**config.mk**
```make
export PLATFORM = sky130hd
export DESIGN_NAME = counter_seg_scan
export DESIGN_NICKNAME = d
export VERILOG_FILES = /design/src/rtl/counter_seg_scan.sv
export SDC_FILE = /design/constraint.sdc
export NUM_CORES = 1
export LEC_CHECK = 0
export BUFFER_PORTS_ARGS = -buffer_cell sky130_fd_sc_hd__buf_2
export CAP_MARGIN = 40
export CORE_MARGIN = 4
export CORE_UTILIZATION = 39
export DETAILED_ROUTE_END_ITERATION = 6
export HOLD_SLACK_MARGIN = 0.06
export PLACE_DENSITY = 0.54
export SLEW_MARGIN = 20
export SYNTH_ARGS = -nofsm -noshare
export SYNTH_HDL_FRONTEND = slang
export SYNTH_SLANG_ARGS = --single-unit
export TNS_END_PERCENT = 1
```
**constraint.sdc**
```tcl
create_clock -name i_clk -period 2.8 [get_ports i_clk]
set_clock_uncertainty 0.2 [all_clocks]
set_input_delay 0.14 -clock i_clk [delete_from_list [all_inputs] [get_ports i_clk]]
set_output_delay 0.14 -clock i_clk [all_outputs]
set_load 0.005 [all_outputs]
```
**src/rtl/counter_seg_scan.sv**
```systemverilog
// counter_seg_scan
//   Multi-digit hex up/down counter with a time-multiplexed seven-segment
//   display driver. A prescaler turns clock cycles into count ticks. A free
//   running scan timer walks a digit index, and the nibble at that index is
//   decoded onto one shared active-low segment bus.
//
//   Optional feature: define COUNTER_SEG_BLANK_EN to build leading-zero
//   blanking. Digit 0 is never blanked.
//
// Parameters
//   DIGITS    number of hex digits, W = 4*DIGITS (>= 1)
//   CLK_DIV   clock cycles per count tick (>= 1)
//   SCAN_DIV  clock cycles per digit scan step (>= 1)
//
// Ports
//   i_clk       clock
//   i_rst       synchronous reset, active-high; overrides every other input
//   i_en        count enable; the prescaler holds while low
//   i_up        count direction (1 = up), sampled on the tick cycle
//   i_clr       synchronous clear of the count and the prescaler
//   i_load      synchronous load of i_load_val; also clears the prescaler
//   i_load_val  load value [W-1:0]
//   o_cnt       current count [W-1:0]
//   o_wrap      one-cycle pulse after a tick that wraps the count
//   o_seg       segments {a,b,c,d,e,f,g}, active-low
//   o_an        digit select, active-low one-hot [DIGITS-1:0]
module counter_seg_scan #(
  parameter int DIGITS   = 4,
  parameter int CLK_DIV  = 50000000,
  parameter int SCAN_DIV = 50000
) (
  input  logic                  i_clk,
  input  logic                  i_rst,
  input  logic                  i_en,
  input  logic                  i_up,
  input  logic                  i_clr,
  input  logic                  i_load,
  input  logic [4*DIGITS-1:0]   i_load_val,
  output logic [4*DIGITS-1:0]   o_cnt,
  output logic                  o_wrap,
  output logic [6:0]            o_seg,
  output logic [DIGITS-1:0]     o_an
);
  localparam int W  = 4*DIGITS;
  localparam int PW = (CLK_DIV  > 1) ? $clog2(CLK_DIV)  : 1;
  localparam int SW = (SCAN_DIV > 1) ? $clog2(SCAN_DIV) : 1;
  localparam int IW = (DIGITS   > 1) ? $clog2(DIGITS)   : 1;

  logic [W-1:0]      r_cnt;
  logic              r_wrap;
  logic [PW-1:0]     r_pre;
  logic [SW-1:0]     r_scan;
  logic [IW-1:0]     r_idx;
  logic [6:0]        r_seg;
  logic [DIGITS-1:0] r_an;

  logic              w_tick;
  logic [3:0]        w_nib;
  logic [6:0]        w_seg;

  function automatic logic [6:0] f_dec(input logic [3:0] n);
    case (n)
      4'h0: f_dec = 7'b0000001;
      4'h1: f_dec = 7'b1001111;
      4'h2: f_dec = 7'b0010010;
      4'h3: f_dec = 7'b0000110;
      4'h4: f_dec = 7'b1001100;
      4'h5: f_dec = 7'b0100100;
      4'h6: f_dec = 7'b0100000;
      4'h7: f_dec = 7'b0001111;
      4'h8: f_dec = 7'b0000000;
      4'h9: f_dec = 7'b0000100;
      4'hA: f_dec = 7'b0001000;
      4'hB: f_dec = 7'b1100000;
      4'hC: f_dec = 7'b0110001;
      4'hD: f_dec = 7'b1000010;
      4'hE: f_dec = 7'b0110000;
      default: f_dec = 7'b0111000;
    endcase
  endfunction

  assign w_tick = i_en && (r_pre == PW'(CLK_DIV-1));

  // Count path: clear > load > tick. Clear/load kill a coincident tick and
  // its wrap pulse because they take the branch before the tick is looked at.
  always_ff @(posedge i_clk) begin
    if (i_rst) begin
      r_cnt  <= '0;
      r_wrap <= 1'b0;
      r_pre  <= '0;
    end else if (i_clr) begin
      r_cnt  <= '0;
      r_wrap <= 1'b0;
      r_pre  <= '0;
    end else if (i_load) begin
      r_cnt  <= i_load_val;
      r_wrap <= 1'b0;
      r_pre  <= '0;
    end else begin
      if (i_en) r_pre <= w_tick ? '0 : r_pre + 1'b1;
      if (w_tick) begin
        r_cnt  <= i_up ? r_cnt + 1'b1 : r_cnt - 1'b1;
        r_wrap <= i_up ? (r_cnt == {W{1'b1}}) : (r_cnt == '0);
      end else begin
        r_wrap <= 1'b0;
      end
    end
  end

  // Nibble select and decode for the digit currently addressed by r_idx.
  always_comb begin
    w_nib = '0;
    for (int k = 0; k < DIGITS; k++)
      if (r_idx == IW'(k)) w_nib = r_cnt[4*k +: 4];
  end

`ifdef COUNTER_SEG_BLANK_EN
  logic w_blank;
  logic w_zero;
  // Walk from the top digit down; w_zero stays set while every nibble from
  // the top through digit k is zero, which is exactly the blank condition.
  always_comb begin
    w_blank = 1'b0;
    w_zero  = 1'b1;
    for (int k = DIGITS-1; k > 0; k--) begin
      w_zero = w_zero & (r_cnt[4*k +: 4] == 4'h0);
      if (r_idx == IW'(k)) w_blank = w_zero;
    end
    w_seg = w_blank ? 7'b1111111 : f_dec(w_nib);
  end
`else
  assign w_seg = f_dec(w_nib);
`endif

  // Scan path runs regardless of enable/clear/load. o_an and o_seg are both
  // derived from the same r_idx in the same cycle so they never disagree.
  always_ff @(posedge i_clk) begin
    if (i_rst) begin
      r_scan <= '0;
      r_idx  <= '0;
      r_seg  <= 7'b1111111;
      r_an   <= '1;
    end else begin
      if (r_scan == SW'(SCAN_DIV-1)) begin
        r_scan <= '0;
        r_idx  <= (r_idx == IW'(DIGITS-1)) ? '0 : r_idx + 1'b1;
      end else begin
        r_scan <= r_scan + 1'b1;
      end
      r_an  <= ~(DIGITS'(1) << r_idx);
      r_seg <= w_seg;
    end
  end

  assign o_cnt  = r_cnt;
  assign o_wrap = r_wrap;
  assign o_seg  = r_seg;
  assign o_an   = r_an;
endmodule
```
* Yosys cells after proc, flatten, opt, wreduce, memory -nomap -nowiden
Memories as Yosys holds them, arrays and structs flattened. A register that Yosys moved wholly into a read port is not among the register bits.
Index checks and enable logic that the tools add are counted.
** Cells by class
- Add/sub/neg operators :: 5
- $mul :: 0
- Div/mod/pow operators :: 0
- Order comparisons :: 0
- Eq/ne operators :: 6
- Shift-type cells :: 1
- Multiplexer cells :: 10
- Bitwise logic cells :: 2
- Reductions and logical operators :: 8
** Operator list (number)
- 16-bit two-way mux :: 3
- 16-bit by 1-bit adder with 16-bit output, second input constant :: 2
- 16-bit equality test, second input constant :: 2
- 26-bit by 1-bit adder with 26-bit output, second input constant :: 1
- 26-bit equality test, second input constant :: 1
- 26-bit two-way mux :: 1
- 16-bit logical NOT :: 1
- 4-bit two-way mux :: 4
- 16-bit by 1-bit subtractor with 16-bit output, second input constant :: 1
- 2-bit equality test, second input constant :: 2
- 4-bit inverter :: 1
- 2-bit OR reduction :: 2
- 4-bit OR reduction :: 1
- 1-bit by 2-bit << shifter with 4-bit output, first input constant :: 1
- 3-bit OR reduction :: 1
- 2-bit by 1-bit adder with 2-bit output, second input constant :: 1
- 2-bit by 1-bit equality test with 1-bit output, second input constant :: 1
- 2-bit logical NOT :: 1
- 2-bit two-way mux :: 1
- 2-bit nonzero test :: 1
- 1-bit logical AND :: 1
- 1-bit two-way mux :: 1
- 1-bit inverter :: 1
** Storage, ports and cells
- Register bits :: 65
- Latch bits :: 0
- RAM bits :: 0
- Memory bits (read-only) :: 112
- Word-level logic and storage cells :: 39
- Memories kept :: 1
** Memory list
- (no name shown) :: depth 16, width 7, rd ports 1, clocked after memory_dff 1, wr ports 0, line 62 : case (n)

* Logic depth before layout (Yosys ltp)
Gate-level depths: netlist of run 1.
- Depth after elaboration :: 5
- Depth in mapped cells :: 11
- Depth with buffers taken out :: 10

* Worst setup path before layout of run 1
No wires, ideal clock.
- Kind :: reg2reg
- Start point :: register r_idx[0]
- End point :: register r_seg[2] (netlist: o_seg[2])
- Library setup time :: 0.120 ns
- Arrival :: 2.153 ns
- Data required time :: 2.480 ns
- Setup slack :: 0.328 ns
- Cell stages (with the launch flop) :: 12
- Path buffers :: 1
- Period minus slack after synthesis :: 2.472 ns
- Cell sequence :: dfxtp_1 inv_1 ha_1 clkbuf_1 a21oi_1 o21ai_0 a22oi_1 inv_1 ha_1 nand2_1 o21ai_0 a211o_1
** Between the ends
- Cells in the longest elaborated chain, start to end :: 5
- Elaborated cells between the ends (all ways) :: 8
- Those cells by class :: 3 x eq/ne; 4 x mux; 1 x reduce/logical
** RTL lines
- from (decl) :: line 53 : logic [IW-1:0] r_idx;
- from (signal assigned) :: line 146 : r_idx <= (r_idx == IW'(DIGITS-1)) ? '0 : r_idx + 1'b1;
- 2-bit logical NOT :: line 114 : if (r_idx == IW'(k)) w_nib = r_cnt[4*k +: 4];
- 4-bit two-way mux (3 in series) :: line 114
- 4-bit two-way mux * :: line 114
- to (decl) :: line 54 : logic [6:0] r_seg;
Every way passes the cells marked *; elsewhere a longest branch is shown, timed or not.
A chain may end at the register's enable or synchronous reset.

* Worst setup path in the final report of run 1
- Start point :: register r_cnt[0] (netlist: o_cnt[0])
- End point :: register r_cnt[14] (netlist: o_cnt[14])
** Between the ends
- Cells in the longest elaborated chain, start to end :: 4
- Elaborated cells between the ends (all ways) :: 5
- Those cells by class :: 2 x add/sub; 3 x mux
** RTL lines
- from (decl) :: line 49 : logic [W-1:0] r_cnt;
- from (signal assigned) :: line 96 : r_cnt <= i_load_val;
- from (signal assigned) :: line 102 : r_cnt <= i_up ? r_cnt + 1'b1 : r_cnt - 1'b1;
- 16-bit by 1-bit subtractor with 16-bit output or 16-bit by 1-bit adder with 16-bit output (tied branches) :: line 102
- 16-bit two-way mux * :: line 102
- 16-bit two-way mux * :: line 101 : if (w_tick) begin
- 16-bit two-way mux * :: line 95 : end else if (i_load) begin
Every way passes the cells marked *; elsewhere a longest branch is shown, timed or not. The select of a mux whose other input is x is not followed.

==> summary.md, run 1 <==
| Metric | Value |
|---|---|
| Status | finished clean |
| Buffers on Ports | 49 |
| H-Tree Depth | 3 |
| Pin count of the biggest net entering global routing | 25 |
| FF-to-FF End | o_cnt[14]$_SDFFE_PP0P_ |
| Die height | roughly 110 µm |
| Flops & latches, synth | slightly above 70 |
| Placed Area | 4695 µm² |
| DRC | 0 |
| CTS clk-pin slew, worst paths | about 80 ps |
| Power per cell area | 428.2 nW/µm² |
| Crit path kind | reg -> reg |
| Post-Layout Inst Area | around 5000 µm² |
| Final WS setup | between 200 and 250 ps |
| Static Leak | ~2.0 nW |
| Cell area after synthesis | approximately 4300 µm² |
| Cell count after synthesis | 521 |
| Site row count | 37 |
| Syn_area_per_cell | slightly above 8 µm² |
| Cell taking the most area after synthesis | dfxtp_1 |
| Synth area leaders | dfxtp_1 34%, ha_1 7.6%, nor2_1 5.6% |
| Clock sinks | just over 70 |
| Place WS | 115.6 ps |
| Clock Latency Late Sink | 350 ps |
| CP Capture Type | flip-flop |
| IO Pins | 50 |
| Final wirelength | 11.08 mm |
| Dominant synthesized flop cell | dfxtp_1 |
| Share of layout cells above drive strength 1 | 0.1578 |
| Number of synthesized flops with an enable pin | 0 |
| Area of the core | between 10000 and 15000 µm² |
| Ys async rst share | 0 |
| Seq/Total Area, Yosys | 0.3386 |
| Share of the synthesized area in the top cell type | 0.3386 |
| Post-route ant nets | 0 |
| Hold/Removal Path Class | in -> reg |
| Final Util | 0.4902 |
| First-pass DRT Iterations | 5 |
| Slew HR | 0.5783 |
| Final period utilization | 0.9163 |
| Global route overflow | 0 |
| Worst EP arrival | approximately 2700 ps |
| Initial drt markers | approximately 180 |
| Yosys warnings | 0 |
| Commonest cells post-synth | 72 x dfxtp_1, 64 x nor2_1, 39 x a21oi_1 |
| Initial antenna violation count | 0 |
| Fin Hold WS | roughly 120 ps |
| Critical Path RT | ~2900 ps |
| Worst setup path startpoint | o_cnt[0]$_SDFFE_PP0P_ |
| Yosys cell types | 57 |
| Least-Margin Pin Slew | 627.7 ps |
| GRT Total Usage | 0.1773 |
| Reg2Reg Depth | 8 |
| Area Growth Syn to Fin | 20.49% |
| Die W | ~110 µm |
| R2R Setup Slk | about 230 ps |
| Root buf cell | clkbuf_8 |
| Via-to-Cell Ratio | 5.359 |
| Critical path's largest stage delay | 500 ps |
| Most common cell in the synthesized netlist | dfxtp_1 |
| Max Transition Viols Final | 0 |
| Max Cap Viol | 0 |
| Vias in the first global route | between 3000 and 4000 |
| Worst setup SP type | flip-flop |
| Starting Density | 0.4068 |
| Fin crit period | 2566 ps |
| CTS buffer count | 9 |
| Critical path's slowest cell | or4_1 |
| # fillers | approximately 1100 |
| Crit path max fanout | 7 |
| Post-synth net total | between 500 and 600 |
| Global-route wire length before repair | between 15 and 20 mm |
| Worst setup endpoint | o_cnt[14]$_SDFFE_PP0P_ |
| CTS tree | built |
| Clock Path Buffers | 2 |
| Via count | 3955 |
| DR WL/cell | ~15 µm |
| DP Wirelength | around 8.1 mm |
| Diodes inserted | 0 |
| Register area | 1441 µm² |
| Final hold violations | 0 |
| Nets | between 600 and 700 |
| Multi-input logic area | between 2000 and 3000 µm² |
| Die ar. | roughly 13000 µm² |
| Maximum VDD drop | 0.2641 mV |
| Sequence of cells on the critical path | inv_1 > fa_1 > nor2b_2 > o31ai_1 > a21oi_2 > nor4_1 > or4_1 > o21ai_1 |
| Fmax | a little under 400 MHz |
| GP Congestion | around 0.9 |
| FF-to-FF Start | o_cnt[0]$_SDFFE_PP0P_ |
| RSZ-0062 raised after global routing | false |
| Setup TNS | 0 ps |
| Final setup vio count | 0 |
## critical path: cells and delay by family, from the launching register on
kind	cells	cell delay, ps
AOI/OAI and AO/OA	3	510
adders and majority gates	1	440
buffers and inverters	1	130
DFF	1	460
and+or+nand+nor	3	760
## routing by layer
layer	GRT usage	part of all wire
met5	0	0
met4	0.06010	0.024
met3	0.03989	0.046
met2	0.2940	0.46
met1	0.2276	0.47
## repair_timing
action                                  4_1_cts  5_1_grt
gates resized for setup                       0        4
hold endpoints to repair                     34        0
endpoints found under the setup margin        0       16
hold buffers                                 22        0
setup buffers                                 0        0
## how the worst min path moves through the flow
| stage | from | to | slack (ps) | cells after the start |
|---|---|---|---|---|
| floorplan | i_rst | o_an[2]$_SDFF_PP1_ | 40 | 1 |
| global placement | i_load_val[8] | o_cnt[8]$_SDFFE_PP0P_ | 160 | 2 |
| detailed placement | i_load_val[8] | o_cnt[8]$_SDFFE_PP0P_ | 170 | 2 |
| CTS | i_up | o_cnt[15]$_SDFFE_PP0P_ | 120 | 4 |
| global route | i_up | o_cnt[15]$_SDFFE_PP0P_ | 160 | 4 |
| finish | i_up | o_cnt[15]$_SDFFE_PP0P_ | 120 | 4 |
## sequential cells by signal, indices dropped and copies added, names as in the netlist
register	cells
r_pre	26
o_cnt	16
r_scan	16
o_seg	7
o_an	4
r_idx	2
o_wrap	1
## cell families after synthesis
family                   after synthesis  share of synthesized area
AND/OR/NAND/NOR                      206                     0.2472
buffers and inverters                 41                    0.04056
adder cells (fa/ha/maj)               27                    0.08113
XOR/XNOR                              50                     0.1029
multiplexers                           5                    0.01176
flip-flops                            72                     0.3386
AO/OA/AOI/OAI                        120                     0.1778
## through the flow
step | std cells | total power [mW]
finish | 738 | 2.196
global route | 738 | 2.313
CTS | 738 | 2.226
detailed placement | 701 | 1.360
global placement | 701 | 1.358
floorplan | 521 | 1.261
## layout make-up
type                       instances  area share
clock buffer                      11     0.02757
inverter                          20     0.01464
tap                              136     0.03318
multi-input combinational        408      0.5189
sequential                        72      0.2810
timing repair buffer              87      0.1142
clock inverter                     4     0.01049
## cell usage in the layout, fill, tap and decap left out, types with 7 or more instances in the layout
cell / Yosys / layout
a21oi_1: 39 / 38
buf_4: 0 / 16
nand4_1: 21 / 21
nor4_1: 7 / 7
ha_1: 26 / 26
inv_1: 20 / 20
nor2_1: 64 / 64
dfxtp_1: 72 / 72
and3_1: 10 / 10
buf_2: 3 / 49
nand3_1: 15 / 15
o21ai_0: 26 / 26
clkbuf_8: 0 / 10
a31oi_1: 8 / 8
nor3_1: 12 / 12
nand2b_1: 10 / 10
xor2_1: 25 / 25
xnor2_1: 25 / 25
nand2_1: 33 / 33
dlygate4sd3_1: 0 / 22
## report_power, final
group          internal [mW]  total [mW]  switching [mW]
sequential              1.04        1.06          0.0180
clock                  0.435       0.834           0.400
combinational          0.137       0.299           0.162
total                   1.62        2.20           0.580
No activity file was read; power rests on OpenSTA's default activity.
==> run 2: changes to the inputs <==
--- a/config.mk
+++ b/config.mk
@@ -7,7 +7,8 @@
 export LEC_CHECK = 0
 export BUFFER_PORTS_ARGS = -buffer_cell sky130_fd_sc_hd__buf_2
 export CAP_MARGIN = 40
-export CORE_MARGIN = 4
+export CORE_ASPECT_RATIO = 0.75
+export CORE_MARGIN = 2
 export CORE_UTILIZATION = 39
 export DETAILED_ROUTE_END_ITERATION = 6
 export HOLD_SLACK_MARGIN = 0.06
==> run 2 against run 1 <==
Hold slack better by 67 ps. Flip-flop and latch count unchanged. First-iteration DRC count up 35%. Non-clock buffer count up 4. Largest power group is now clock. Final cell count up 0.54%. Sequential power about the same. Critical path type unchanged.
==> summary.md, run 2 (synthesis gave the netlist of run 1 again) <==
| Metric | Value |
|---|---|
| Status | finished clean |
| Crit path kind | reg -> reg |
| Die height | 94.48 µm (-16%) |
| Global-route wire length before repair | 18.87 mm (+1.4%) |
| Cell-internal power | 1.985 mW (+23%) |
| Register share of total power | 0.407 (-0.077) |
| CP Capture Type | flip-flop |
| CTS tree | built |
| CTS clk-pin slew, worst paths | 60 ps (-20 ps) |
| Maximum VDD drop | 0.3015 mV (+14%) |
| Worst EP arrival | 2610 ps (-40 ps) |
| Static Leak | 2.107 nW (+4.2%) |
| Commonest cells after routing, fill and taps aside | 72 x dfxtp_1, 64 x nor2_1, 49 x buf_2 |
| Final setup vio count | 0 (unchanged) |
| Pin count of the biggest net entering global routing | 25 (unchanged) |
| Fin Hold WS | 187.6 ps (+67.02 ps) |
| Nets | 651 (+0.62%) |
| Switching pwr | 0.6259 mW (+8.0%) |
| Initial antenna violation count | 0 (unchanged) |
| Share of layout cells above drive strength 1 | 0.1667 (+0.008859) |
| GRT Total Usage | 0.1983 (+0.02103) |
| Place WS | 86.93 ps (-28.65 ps) |
| Top reg by flops | r_pre |
| Site row count | 32 (-14%) |
| Fin crit period | 2612 ps (+46.46 ps) |
| FF-to-FF End | r_pre[8]$_SDFFE_PP0P_ |
| DP Wirelength | 8.159 mm (+0.34%) |
| Placed Cells | 706 (+0.71%) |
| Hold depth | 5 (+1) |
| Crit path max fanout | 24 (+17) |
| Max FFs per register | 26 (unchanged) |
| Root buf cell | clkbuf_16 |
| Clock power share | 0.475 (+0.095) |
| Via-to-Cell Ratio | 5.376 (+0.32%) |
| First-pass DRT Iterations | 4 (-1) |
| Starting Density | 0.4073 (+0.0004871) |
| RSZ-0062 raised after global routing | false |
| Die ar. | 11770 µm² (-6.9%) |
| R2R Setup Slk | 190 ps (-50 ps) |
| Logic gate share of total power | 0.118 (-0.018) |
| Design Power | 2.611 mW (+19%) |
| Hold Crit Start | i_up |
| Worst setup path startpoint | r_pre[0]$_SDFFE_PP0P_ |
| Final Util | 0.5047 (+0.01448) |
| CTS buffer count | 9 (unchanged) |
| Slew HR | 0.5476 (-0.03074) |
| Fmax | 382.8 MHz (-1.8%) |
| Buffers on Ports | 49 (unchanged) |
| Die W | 124.6 µm (+11%) |
| Placed Area | 4732 µm² (+0.80%) |
| Final Non-Filler Cells | 742 (+0.54%) |
| Post-Layout Inst Area | 5274 µm² (+2.8%) |
| DR WL/cell | 15.27 µm (+1.7%) |
| Final hold violations | 0 (unchanged) |
| Max Cap Viol | 0 (unchanged) |
| Worst setup endpoint | r_pre[8]$_SDFFE_PP0P_ |
| Vias in the first global route | 3724 (-2.9%) |
| Setup TNS | 0 ps (unchanged) |
| Clock Path Buffers | 2 (unchanged) |
| GP Congestion | 0.9136 (-0.76%) |
| Final period utilization | 0.9329 (+0.01659) |
| Area Growth Syn to Fin | 23.90% |
| Reg2Reg Depth | 7 (-1) |
| # fillers | 1022 (-4.1%) |
| IO Pins | 50 (unchanged) |
| Hold/Removal Path Class | in -> reg |
| Global route overflow | 0 (unchanged) |
| Final WS setup | 187.8 ps (-46.46 ps) |
| Initial drt markers | 236 (+35%) |
| Max Transition Viols Final | 0 (unchanged) |
| H-Tree Depth | 3 (unchanged) |
| Critical Path RT | 2800 ps (-80 ps) |
| Diodes inserted | 0 (unchanged) |
| Switching Share | 0.2397 (-0.02426) |
| Clock sinks | 72 (unchanged) |
| DRC | 0 (unchanged) |
| Least-Margin Pin Slew | 673.5 ps (+45.75 ps) |
| Clock Latency Late Sink | 330 ps (-20 ps) |
| Via count | 3989 (+0.86%) |
| Final wirelength | 11.33 mm (+2.2%) |
| Most common cell after layout, fill and taps aside | dfxtp_1 |
| FF-to-FF Start | r_pre[0]$_SDFFE_PP0P_ |
| Area of the core | 10450 µm² (-0.12%) |
| Post-route ant nets | 0 (unchanged) |
| Worst setup SP type | flip-flop |
| Power per cell area | 495.2 nW/µm² (+16%) |
## run 2: cell types whose count changed in the layout (fill, tap and decap cells not counted), sizes merged
cell | before | now
clkinvlp | 2 | 1
inv | 21 | 20
bufinv | 1 | 2
buf | 65 | 70
clkbuf | 11 | 10
clkinv | 0 | 2
dlygate4sd3 | 22 | 21
## run 2: critical path, cell delays in order, from the launching register on
cell and delay [ps]:
dfxtp_1 380, ha_1 200, nand4_2 140, or2_1 280
or4_1 510, buf_4 250, nand3_2 390, nor2_1 100
## run 2: cell type report
type,instances,area (µm²),share of cell area
clock buffer,10,239.0,0.04531
clock inverter,5,81.33,0.01542
tap,136,170.2,0.03227
timing repair buffer,91,613.1,0.1163
inverter,20,75.07,0.01423
multi-input combinational,408,2654,0.5032
sequential,72,1441,0.2733
## run 2: power by group through the flow
stage	Sequential [mW]	Combinational, mW	Clock [mW]
finish	1.06	0.307	1.24
global route	1.06	0.344	1.31
CTS	1.06	0.304	1.27
detailed placement	1.08	0.280	0
global placement	1.08	0.282	0
floorplan	1.09	0.173	0
## run 2: layer usage
layer  track usage  wire length [µm]  share of wire  vias to the layer above
li1              -                 -              -                     2024
met1        0.2931              5826           0.51                     1855
met3       0.05212               905          0.080                       15
met2        0.2832              4461           0.39                       95
met5             0                 0              0                        -
met4       0.05243               137          0.012                        0
## run 2: how the worst min path moves through the flow
stage / to / slack [ps]
finish: o_cnt[15]$_SDFFE_PP0P_ / 190
global route: o_cnt[15]$_SDFFE_PP0P_ / 230
floorplan: o_an[2]$_SDFF_PP1_ / 40
CTS: o_cnt[15]$_SDFFE_PP0P_ / 180
detailed placement: o_cnt[8]$_SDFFE_PP0P_ / 180
global placement: o_cnt[8]$_SDFFE_PP0P_ / 180
## run 2: repair_timing
item	CTS	global route
endpoints found under the setup margin	0	2
setup buffers	0	0
hold buffers	21	0
resized for setup	0	3
endpoints found under the hold margin	34	0
==> run 3: changes to the inputs <==
--- a/config.mk
+++ b/config.mk
@@ -5,6 +5,7 @@
 export SDC_FILE = /design/constraint.sdc
 export NUM_CORES = 1
 export LEC_CHECK = 0
+export ABC_AREA = 1
 export BUFFER_PORTS_ARGS = -buffer_cell sky130_fd_sc_hd__buf_2
 export CAP_MARGIN = 40
 export CORE_ASPECT_RATIO = 0.75
==> run 3 against run 2 <==
Clock-buffer cell count did not move. Critical path depth rose by 3. Synthesized cell count rose by 46%. Global-route usage rose by 1.5 points. Final cell count rose by 36%. Cell area rose by 9.0%. Clock power barely moved. Sequential share of layout area fell by 2.3 points. Sequential power barely moved. Critical path type unchanged.
==> summary.md, run 3 <==
| Metric | Value |
|---|---|
| Initial drt markers | 258 (+9.3%) |
| Register share of total power | 0.416 (+0.009) |
| Post-route ant nets | 0 (unchanged) |
| Die W | 132.4 µm (+6.2%) |
| FF-to-FF Start | r_pre[0]$_SDFFE_PP0P_ |
| Final wirelength | 13.46 mm (+19%) |
| Number of synthesized flops with an enable pin | 0 (unchanged) |
| Commonest cells post-synth | 210 x nand2_1, 113 x inv_1, 98 x nor2_1 |
| Nets | 885 (+36%) |
| Most used cell, CP | nand2_4 |
| Flops & latches, synth | 72 (unchanged) |
| First-pass DRT Iterations | 4 (unchanged) |
| Fin Hold WS | 78.58 ps (-109.0 ps) |
| Final hold violations | 0 (unchanged) |
| Least-Margin Pin Slew | 682.3 ps (+8.838 ps) |
| CTS tree | built |
| Clock power share | 0.475 (about the same) |
| Area Growth Syn to Fin | 19.23% |
| Setup TNS | 0 ps (unchanged) |
| Placed Cells | 972 (+38%) |
| Global route overflow | 0 (unchanged) |
| Diodes inserted | 0 (unchanged) |
| Switching Share | 0.2452 (+0.005498) |
| DR WL/cell | 13.38 µm (-12%) |
| Area of the core | 12170 µm² (+16%) |
| Top reg by flops | r_pre |
| CTS clk-pin slew, worst paths | 60 ps (about the same) |
| Worst setup endpoint | o_cnt[1]$_SDFFE_PP0P_ |
| DP Wirelength | 10.51 mm (+29%) |
| Cell area after synthesis | 4822 µm² (+13%) |
| Clock Latency Late Sink | 330 ps (about the same) |
| Maximum VDD drop | 0.3210 mV (+6.5%) |
| FF-to-FF End | o_cnt[1]$_SDFFE_PP0P_ |
| Reg2Reg Depth | 10 (+3) |
| Power per cell area | 444.5 nW/µm² (-10%) |
| Clock sinks | 72 (unchanged) |
| Most common cell in the synthesized netlist | nand2_1 |
| Most common cell after layout, fill and taps aside | nand2_1 |
| Yosys cell types | 39 (-32%) |
| Crit path max-delay family | simple AND/OR/NAND/NOR gates |
| Site row count | 35 (+9.4%) |
| Status | finished clean |
| IO Pins | 50 (unchanged) |
| Final period utilization | 0.8910 (-0.04190) |
| Critical Path RT | 2880 ps (+80 ps) |
| Share of layout cells above drive strength 1 | 0.1202 (-0.04643) |
| GRT Total Usage | 0.2131 (+0.01481) |
| Syn_area_per_cell | 6.328 µm² (-23%) |
| Sequence of cells on the critical path | ha_1 > inv_1 > nor2_2 > nand2_1 > nor2_4 > nand2_4 > nand2_4 > o21ai_0 > a21oi_1 > dlygate4sd3_1 |
| Pin count of the biggest net entering global routing | 19 (-24%) |
| Worst setup path startpoint | r_pre[0]$_SDFFE_PP0P_ |
| Die ar. | 13280 µm² (+13%) |
| Slew HR | 0.5403 (-0.007244) |
| DRC | 0 (unchanged) |
| Max FFs per register | 26 (unchanged) |
| Crit path kind | reg -> reg |
| Yosys warnings | 0 (unchanged) |
| Die height | 100.3 µm (+6.2%) |
| Vias in the first global route | 4689 (+26%) |
| Crit path buf inv count | 2 (+1) |
| Via-to-Cell Ratio | 4.925 (-8.4%) |
| Fmax | 400.8 MHz (+4.7%) |
| R2R Setup Slk | 310 ps (+120 ps) |
| Worst setup SP type | flip-flop |
| Starting Density | 0.3961 (-0.01123) |
| Root buf cell | clkbuf_16 |
| Initial antenna violation count | 0 (unchanged) |
| H-Tree Depth | 3 (unchanged) |
| Max Cap Viol | 0 (unchanged) |
| Final Util | 0.4723 (-0.03242) |
| Hold/Removal Path Class | in -> reg |
| Synth area leaders | dfxtp_1 30%, nand2_1 16%, inv_1 8.8% |
| Worst EP arrival | 2570 ps (-40 ps) |
| RSZ-0062 raised after global routing | false |
| Logic gate share of total power | 0.109 (-0.009) |
| CP Capture Type | flip-flop |
| Seq/Total Area, Yosys | 0.2989 (-0.03971) |
| Critical path's largest stage delay | 550 ps (+40 ps) |
| Critical path's slowest cell | dlygate4sd3_1 |
| Crit path max fanout | 15 (-38%) |
| Via count | 4955 (+24%) |
| Static Leak | 2.563 nW (+22%) |
| Share of the synthesized area in the top cell type | 0.2989 (-0.03971) |
| Final setup vio count | 0 (unchanged) |
| Ys async rst share | 0 (unchanged) |
| Final WS setup | 305.1 ps (+117.3 ps) |
| GP Congestion | 0.9283 (+1.6%) |
| Place WS | 361.6 ps (+274.6 ps) |
| Switching pwr | 0.6265 mW (about the same) |
| # Post-CTS Setup Buffers | 0 (unchanged) |
| CTS buffer count | 9 (unchanged) |
| Cell count after synthesis | 762 (+46%) |
| Buffers on Ports | 49 (unchanged) |
| Commonest cells after routing, fill and taps aside | 210 x nand2_1, 113 x inv_1, 98 x nor2_1 |
| Fin crit period | 2495 ps (-117.3 ps) |
| Max Transition Viols Final | 0 (unchanged) |
| Cell count along the critical path | 10 (+3) |
| Cell-internal power | 1.929 mW (-2.9%) |
| Post-synth net total | 811 (+42%) |
| Final Non-Filler Cells | 1006 (+36%) |
| Clock Path Buffers | 2 (unchanged) |
| Global-route wire length before repair | 23.00 mm (+22%) |
| Dominant synthesized flop cell | dfxtp_1 |
| Cell taking the most area after synthesis | dfxtp_1 |
[run 3: final cells by class]
| type | instances | area [µm²] |
|---|---|---|
| Clock buffer | 10 | 229.0 |
| Clock inverter | 5 | 82.58 |
| Fill cell | 1312 | 6425 |
| Inverter | 117 | 444.2 |
| Multi-Input combinational cell | 564 | 2879 |
| Sequential cell | 72 | 1441 |
| Tap cell | 166 | 207.7 |
| Timing Repair Buffer | 72 | 465.4 |
[run 3: how the worst min path moves through the flow]
stage / start / to / slack [ps] / cells past startpoint
global route: i_load / o_cnt[3]$_SDFFE_PP0P_ / 90 / 3
finish: i_load / o_cnt[0]$_SDFFE_PP0P_ / 80 / 3
global placement: i_load_val[3] / o_cnt[3]$_SDFFE_PP0P_ / 220 / 3
CTS: i_load / o_cnt[0]$_SDFFE_PP0P_ / 60 / 3
floorplan: i_rst / r_idx[0]$_SDFFE_PP0P_ / 20 / 1
detailed placement: i_load_val[2] / o_cnt[2]$_SDFFE_PP0P_ / 220 / 3
[run 3: worst min-delay path, cell delays in order]
cell     delay, ps
buf_2          230
nand2_1        110
a31oi_1         70
[run 3: stage by stage]
| step | cell area (µm²) | power, mW |
|---|---|---|
| after floorplan | 4822 | 1.251 |
| after global placement | 5243 | 1.336 |
| after detailed placement | 5243 | 1.339 |
| after CTS | 5744 | 2.587 |
| after global routing | 5749 | 2.670 |
| final | 5749 | 2.555 |
[run 3: repair_timing]
item	4_1_cts	5_1_grt
hold buffers	19	0
endpoints found under the hold margin	33	0
resized for setup	0	1
endpoints found under the setup margin	0	1
[run 3: power by group through the flow]
stage	Sequential, mW	Clock [mW]	Combinational, mW
global route	1.06	1.29	0.315
CTS	1.06	1.25	0.276
floorplan	1.08	0	0.169
global placement	1.09	0	0.250
finish	1.06	1.21	0.277
detailed placement	1.08	0	0.254
[run 3: kinds of logic (layout without fill, tap and decap cells)]
family                   after synthesis  after routing  synth area share
AND/OR/NAND/NOR                      445            445            0.4105
flip-flops                            72             72            0.2989
XOR/XNOR                              13             13           0.02361
adder cells (fa/ha/maj)               27             27           0.07161
buffers and inverters                126            204            0.1051
AO/OA/AOI/OAI                         79             79           0.09029
[run 3: routing by layer]
layer	track usage	share of wire
met5	0	0
met1	0.3166	0.53
met4	0.04053	0.0051
met2	0.3145	0.40
met3	0.05000	0.068
